===== config.mk =====
export PLATFORM = sky130hd
export DESIGN_NAME = pipe_stage_buf
export DESIGN_NICKNAME = d
export VERILOG_FILES = /design/src/rtl/pipe_stage_buf.sv
export SDC_FILE = /design/constraint.sdc
export NUM_CORES = 1
export LEC_CHECK = 0
export CELL_PAD_IN_SITES_DETAIL_PLACEMENT = 1
export CELL_PAD_IN_SITES_GLOBAL_PLACEMENT = 1
export CORE_ASPECT_RATIO = 0.8
export CORE_MARGIN = 4
export CORE_UTILIZATION = 43
export CTS_BUF_LIST = sky130_fd_sc_hd__clkbuf_8
export CTS_CLUSTER_DIAMETER = 60
export CTS_CLUSTER_SIZE = 30
export DETAILED_ROUTE_END_ITERATION = 10
export HOLD_SLACK_MARGIN = 0.05
export MAX_ROUTING_LAYER = met4
export PLACE_DENSITY_LB_ADDON = 0.05
export SYNTH_ARGS = -nofsm -noshare
export SYNTH_HDL_FRONTEND = slang
export SYNTH_SLANG_ARGS = --single-unit

===== constraint.sdc =====
create_clock -name clk -period 5.2 [get_ports clk]
set_input_delay 0.78 -clock clk [delete_from_list [all_inputs] [get_ports clk]]
set_output_delay 0.78 -clock clk [all_outputs]
set_load 0.02 [all_outputs]

===== src/rtl/pipe_stage_buf.sv =====
// ---------------------------------------------------------------------------
// pipe_stage_buf
//
// Elastic pipeline-stage register with a valid/ready handshake. It sits
// between two pipeline stages and holds up to DEPTH in-flight payloads.
// It presents the BUBBLE (NOP) payload whenever it is empty.
//
// Parameters
//   WIDTH   payload width in bits (>= 1)
//   DEPTH   number of entries (power of two, >= 2)
//   BUBBLE  payload driven on out_data while empty
//
// Ports
//   clk          clock; all state changes on the rising edge
//   Reset        asynchronous active-high reset
//   flush        synchronous discard of every held entry
//   in_valid     upstream presents a payload
//   in_ready     buffer can accept a payload this cycle (state only)
//   in_data      upstream payload
//   out_valid    out_data holds a real payload
//   out_ready    downstream consumes the head payload this cycle
//   out_data     head payload, or BUBBLE when empty
//   occupancy    current entry count
//   stall_count  saturating count of cycles with in_valid & ~in_ready
//                (present only when PIPE_STAGE_STATS_EN is defined)
//
// Optional feature macro: PIPE_STAGE_STATS_EN
// ---------------------------------------------------------------------------
module pipe_stage_buf #(
    parameter int               WIDTH  = 32,
    parameter int               DEPTH  = 2,
    parameter logic [WIDTH-1:0] BUBBLE = {WIDTH{1'b0}}
) (
    input  logic                         clk,
    input  logic                         Reset,
    input  logic                         flush,
    input  logic                         in_valid,
    output logic                         in_ready,
    input  logic [WIDTH-1:0]             in_data,
    output logic                         out_valid,
    input  logic                         out_ready,
    output logic [WIDTH-1:0]             out_data,
    output logic [$clog2(DEPTH+1)-1:0]   occupancy
`ifdef PIPE_STAGE_STATS_EN
    ,
    output logic [15:0]                  stall_count
`endif
);

    localparam int PTR_W = $clog2(DEPTH);
    localparam int CNT_W = $clog2(DEPTH+1);

    logic [WIDTH-1:0] mem [DEPTH];
    logic [PTR_W-1:0] wr_ptr;
    logic [PTR_W-1:0] rd_ptr;
    logic [CNT_W-1:0] count;

    logic push;
    logic pop;

    // Handshake is a pure function of the held state: in_ready never looks
    // at out_ready, so a full buffer does not pass a payload through.
    assign in_ready  = (count != CNT_W'(DEPTH));
    assign out_valid = (count != '0);
    assign out_data  = out_valid ? mem[rd_ptr] : BUBBLE;
    assign occupancy = count;

    assign push = in_valid & in_ready;
    assign pop  = out_valid & out_ready;

    // Control state: pointers wrap naturally at DEPTH (power of two).
    always_ff @(posedge clk or posedge Reset) begin
        if (Reset) begin
            wr_ptr <= '0;
            rd_ptr <= '0;
            count  <= '0;
        end else if (flush) begin
            wr_ptr <= '0;
            rd_ptr <= '0;
            count  <= '0;
        end else begin
            if (push) begin
                wr_ptr <= wr_ptr + PTR_W'(1);
            end
            if (pop) begin
                rd_ptr <= rd_ptr + PTR_W'(1);
            end
            if (push && !pop) begin
                count <= count + CNT_W'(1);
            end else if (pop && !push) begin
                count <= count - CNT_W'(1);
            end
        end
    end

    // Payload storage carries no reset; a flushed push is never written so
    // it cannot resurface once the pointers start moving again.
    always_ff @(posedge clk) begin
        if (push && !flush) begin
            mem[wr_ptr] <= in_data;
        end
    end

`ifdef PIPE_STAGE_STATS_EN
    function automatic logic [15:0] sat_inc16(input logic [15:0] v);
        return (v == 16'hFFFF) ? v : v + 16'd1;
    endfunction

    // Upstream stall statistics; flush deliberately leaves this untouched.
    always_ff @(posedge clk or posedge Reset) begin
        if (Reset) begin
            stall_count <= '0;
        end else if (in_valid && !in_ready) begin
            stall_count <= sat_inc16(stall_count);
        end
    end
`endif

endmodule


Yosys cells after proc, flatten, opt, wreduce, memory -nomap -nowiden

Memories as Yosys holds them, arrays and structs flattened.
Index checks and enable logic that the tools add are counted.

Register bits: 4
RAM bits: 64
Output and inout bits: 36
Word-level logic and storage cells: 31
Memories: 1

Add/sub/neg operators: 4
Equality and inequality tests: 1
Muxes and demuxes: 10
Bitwise operators: 2
Reduce and logical (&&, ||, !) cells: 10

Memories:

| memory | depth | width | read ports | clocked after Yosys merged registers in | write ports | RTL line | text |
|---|---|---|---|---|---|---|---|
| mem    | 2     | 32    | 1          | 0                                       | 1           | 53       | `logic [WIDTH-1:0] mem [DEPTH];` |

Operators with widths:

| cell                                                               | number |
|---|---|
| 32-bit 2-to-1 mux                                                  | 1 |
| 1-bit 2-to-1 mux                                                   | 6 |
| 2-bit 2-to-1 mux                                                   | 3 |
| 2-bit nonzero test                                                 | 3 |
| 1-bit logical AND                                                  | 3 |
| 1-bit zero test                                                    | 3 |
| 3-bit nonzero test                                                 | 1 |
| 1-bit adder, second input constant                                 | 2 |
| 2-bit by 1-bit adder with 2-bit output, second input constant      | 1 |
| 1-bit AND                                                          | 2 |
| 2-bit inequality test, second input constant                       | 1 |
| 2-bit by 1-bit subtractor with 2-bit output, second input constant | 1 |

Longest topological paths before layout

Word-level depth: 7
Depth in mapped cells: 4
Mapped depth without buffers: 4

Least setup slack after synthesis

No wires, ideal clock.

Path kind: reg-to-reg
From: register count[1] (netlist: occupancy[1])
To: memory mem[1][0] (enable)
Arrival time: 3,278 ps
Path slack: 1,454 ps
Cell stages (with the launch flop): 5
Buffers on the path: 0
Clock period less this slack: 3,746 ps
Cells stage by stage: dfrtp_1 -> nor2b_1 -> inv_2 -> nand2_1 -> nor3b_1

Word-level cells in the longest chain between the ends: 5

RTL lines:

| element                                | RTL line | text |
|---|---|---|
| start: declaration                     | 56       | `logic [CNT_W-1:0] count;` |
| start signal: assignment               | 89       | `count <= count + CNT_W'(1);` |
| start signal: assignment               | 91       | `count <= count - CNT_W'(1);` |
| 2-bit inequality test                  | 63       | `assign in_ready = (count != CNT_W'(DEPTH));` |
| via in_ready                           | 38       | `output logic in_ready,` |
| 1-bit AND                              | 68       | `assign push = in_valid & in_ready;` |
| 1-bit logical AND                      | 99       | `if (push && !flush) begin` |
| 1-bit 2-to-1 mux                       | 99       |  |
| 1-bit 2-to-1 mux (implied by the code) | 100      | `mem[wr_ptr] <= in_data;` |
| end: declaration                       | 53       |  |

The timed path passes the listed nets, and every way through them passes these cells.

Worst setup path after layout

From: register rd_ptr
To: output port out_data[16]

Word-level cells in the longest chain between the ends: 2

RTL lines:

| element                  | RTL line | text |
|---|---|---|
| start: declaration       | 55       | `logic [PTR_W-1:0] rd_ptr;` |
| start signal: assignment | 86       | `rd_ptr <= rd_ptr + PTR_W'(1);` |
| memory read 2 x 32 bit   | -        |  |
| 32-bit 2-to-1 mux        | 65       | `assign out_data = out_valid ? mem[rd_ptr] : BUBBLE;` |
| end: declaration         | 42       | `output logic [WIDTH-1:0] out_data,` |

No other way between the ends.

==> run_results.csv <==
group,metric,value,unit
floorplanning,die_h,78.15,um
final_layout,finalNetCount,279,
clocking,cts_root_buf,"clkbuf_8",
sta,hold_viol_final,0,
worst_setup_path,critPathRequiredTime,4.42,ns
logic_synthesis,synth-compound-area-share,1.845,%
sta,fmax,320.0,MHz
final_layout,drive_above_1_share,8.537,%
global_routing,track_usage,15.85,%
floorplanning,core_area,0.005943,sq mm
sta,skew,0.005580,ns
place,place_area,0.003461,sq mm
logic_synthesis,yosysUniqueCellTypes,21,
clocking,cts_tree,"done",
place,dpl.hpwl,3569,um
final_layout,areaGrowthSynthToFinish,36.47,%
power_and_ir_drop,peakVddDrop,199.6,uV
global_routing,grt_pass1_wl,8418,um
final_layout,antenna_cells,0,
logic_synthesis,synth_nets,200,
clocking,cts_resized,0,
logic_synthesis,synth_warnings,0,
logic_synthesis,ys_ff_latch,68,
global_routing,grt_max_degree,34,
global_routing,grt-ovfl-total,0,
logic_synthesis,synthCells,163,
drt,wl_per_cell,16.21,um
worst_hold_path,hold_path_class,"register to register",
logic_synthesis,synthMuxAreaShare,12.49,%
clocking,clk_latency,0.34,ns
drt,via_per_inst,4.832,
drt,postRouteAntennaNets,0,
power_and_ir_drop,powerDensity,316.2,mW/mm^2
clocking,clockBufferDepth,2,
floorplanning,die_w,95.69,um
sta,finalCriticalPeriod,3.125,ns
worst_setup_path,path_max_fanout,33,
final_layout,design_area,0.003610,sq mm
floorplanning,dieArea,0.007478,sq mm
worst_setup_path,cp.arrival,2.34,ns
logic_synthesis,seq_area_frac_synth,76.44,%
clocking,postCtsSetupBuffers,0,
drt,dr_total_vias,1580,
logic_synthesis,synth_simple_gate_area_share,6.717,%
logic_synthesis,synthXorXnorAreaFrac,0.3311,%
drt,first_pass_iters,4,
sta,finalCritPeriodShare,60.09,%
floorplanning,initial_core_util,44.51,%
logic_synthesis,synth_top_family_by_area,"multiplexers",
worst_setup_path,end_kind,"output pin",
place,portBuffers,72,
drt,wl,5301,um
drt,route.detailed.drc,0,
final_layout,layout_common_cells,"clkdlybuf4s50_1 (72), edfxtp_1 (64), nor2_1 (33), mux2i_1 (33), clkbuf_8 (9)",
sta,worst_slew_pin_slew,0.9639,ns
sta,setup_tns,0,ns
drt,drtIter0Drc,66,
logic_synthesis,syn_area,0.002645,sq mm
clocking,cts_sinks,68,
outcome,status,"completed",
place,gp_congestion,0.7624,
clocking,cts_buffers,9,
floorplanning,rows,25,
run,cap_violations,0,
sta,rsz0062_at_grt,"no",
clocking,cts_hold_buf,0,
clocking,cts-htree-levels,3,
global_routing,antenna_found_initial,0,
worst_setup_path,start_kind,"register",
logic_synthesis,synth_area_per_cell,16.23,sq um
power_and_ir_drop,p_leak,1.211,nW
logic_synthesis,synth_fa_ha_area_share,0,%
sta,setup_viol,0,
sta,hold_slack,0.6029,ns
clocking,clkTransAtPathRegs,0.06,ns
sta,slew_headroom,35.74,%
final_layout,final_common_cell,"clkdlybuf4s50_1",
floorplanning,ioPinCount,73,
global_routing,grt_pass1_vias,1759,
worst_setup_path,worstSetupPathType,"register to output pin",
sta,maxSlewViolCount,0,
worst max-delay path, stage by stage (launching register included):
cell             delay (ns)
dfrtp_2                1.00
mux2i_1                0.19
nor2_1                 0.17
clkdlybuf4s50_1        0.63
area by class of cell:
type / instances / area [sq um]
well taps: 81 / 101.3
fillers: 569 / 2333
multi-input cells: 84 / 578.1
clock inverters: 6 / 25.02
repair buffers: 75 / 743.2
flip-flops and latches: 68 / 2023
inverters: 4 / 15.01
clock buffers: 9 / 123.9
report_power, final:
part           internal, mW  total [mW]  switching [mW]  leakage [nW]
Clock                 0.161       0.334           0.173        0.0863
Sequential            0.622       0.640          0.0183         0.639
Combinational        0.0869       0.167          0.0800         0.486
Yosys cell counts (all sizes together):
| cell | count | area [sq um] |
|---|---|---|
| nand2 | 1 | 3.750 |
| dfrtp | 4 | 100.1 |
| nor3b | 2 | 15.01 |
| buf | 7 | 42.54 |
| inv | 4 | 15.01 |
| o21ai | 2 | 10.01 |
| xor2 | 1 | 8.760 |
| a21oi | 4 | 23.77 |
| mux2i | 33 | 330.3 |
| or2 | 1 | 6.260 |
| nor2 | 34 | 127.6 |
| or3 | 1 | 6.260 |
| nor2b | 1 | 6.260 |
| o211ai | 1 | 7.510 |
| edfxtp | 64 | 1922 |
| nand3b | 1 | 7.510 |
| nor3 | 1 | 5.000 |
| a21o | 1 | 7.510 |
cells by family after synthesis:
| family | after synthesis |
|---|---|
| buffers and inverters | 11 |
| XOR/XNOR | 1 |
| AND/OR/NAND/NOR | 42 |
| flip-flops | 68 |
| multiplexers | 33 |
| AO/OA/AOI/OAI | 8 |
through the flow:
step	setup WS, ns	cells	total power [mW]	utilization, %
after global placement	2.464	312	0.8155	58.23
after floorplan	1.454	163	0.7308	-
after global routing	1.902	327	1.198	60.74
final	2.075	327	1.141	60.74
after detailed placement	2.428	312	0.8217	58.23
after CTS	2.035	327	1.162	60.74
metal layers:
metal / track usage (%) / share of wire, %
met3: 6.897 / 8.3
met2: 26.93 / 51
met5: - / 0
met4: 4.688 / 0.91
met1: 16.66 / 40
path summary, 6_finish.rpt:
| path | startpoint | end | slack, ns | depth (start not counted) |
|---|---|---|---|---|
| max | rd_ptr | out_data[16] | 2.08 | 3 |
| min | wr_ptr | wr_ptr | 0.60 | 2 |
| max reg2reg | occupancy[1] | mem[1][18] | 3.42 | 5 |
| min reg2reg | wr_ptr | wr_ptr | 0.60 | 2 |
| max in group asynchronous | Reset | rd_ptr | 4.41 | 2 |
| min in group asynchronous | Reset | occupancy[0] | 0.63 | 2 |
registers in the layout, indices dropped and copies added, names as in the netlist:
| register | flops |
|---|---|
| wr_ptr | 1 |
| mem | 64 |
| rd_ptr | 1 |
| occupancy | 2 |
No activity file was read; power rests on OpenSTA's default activity.
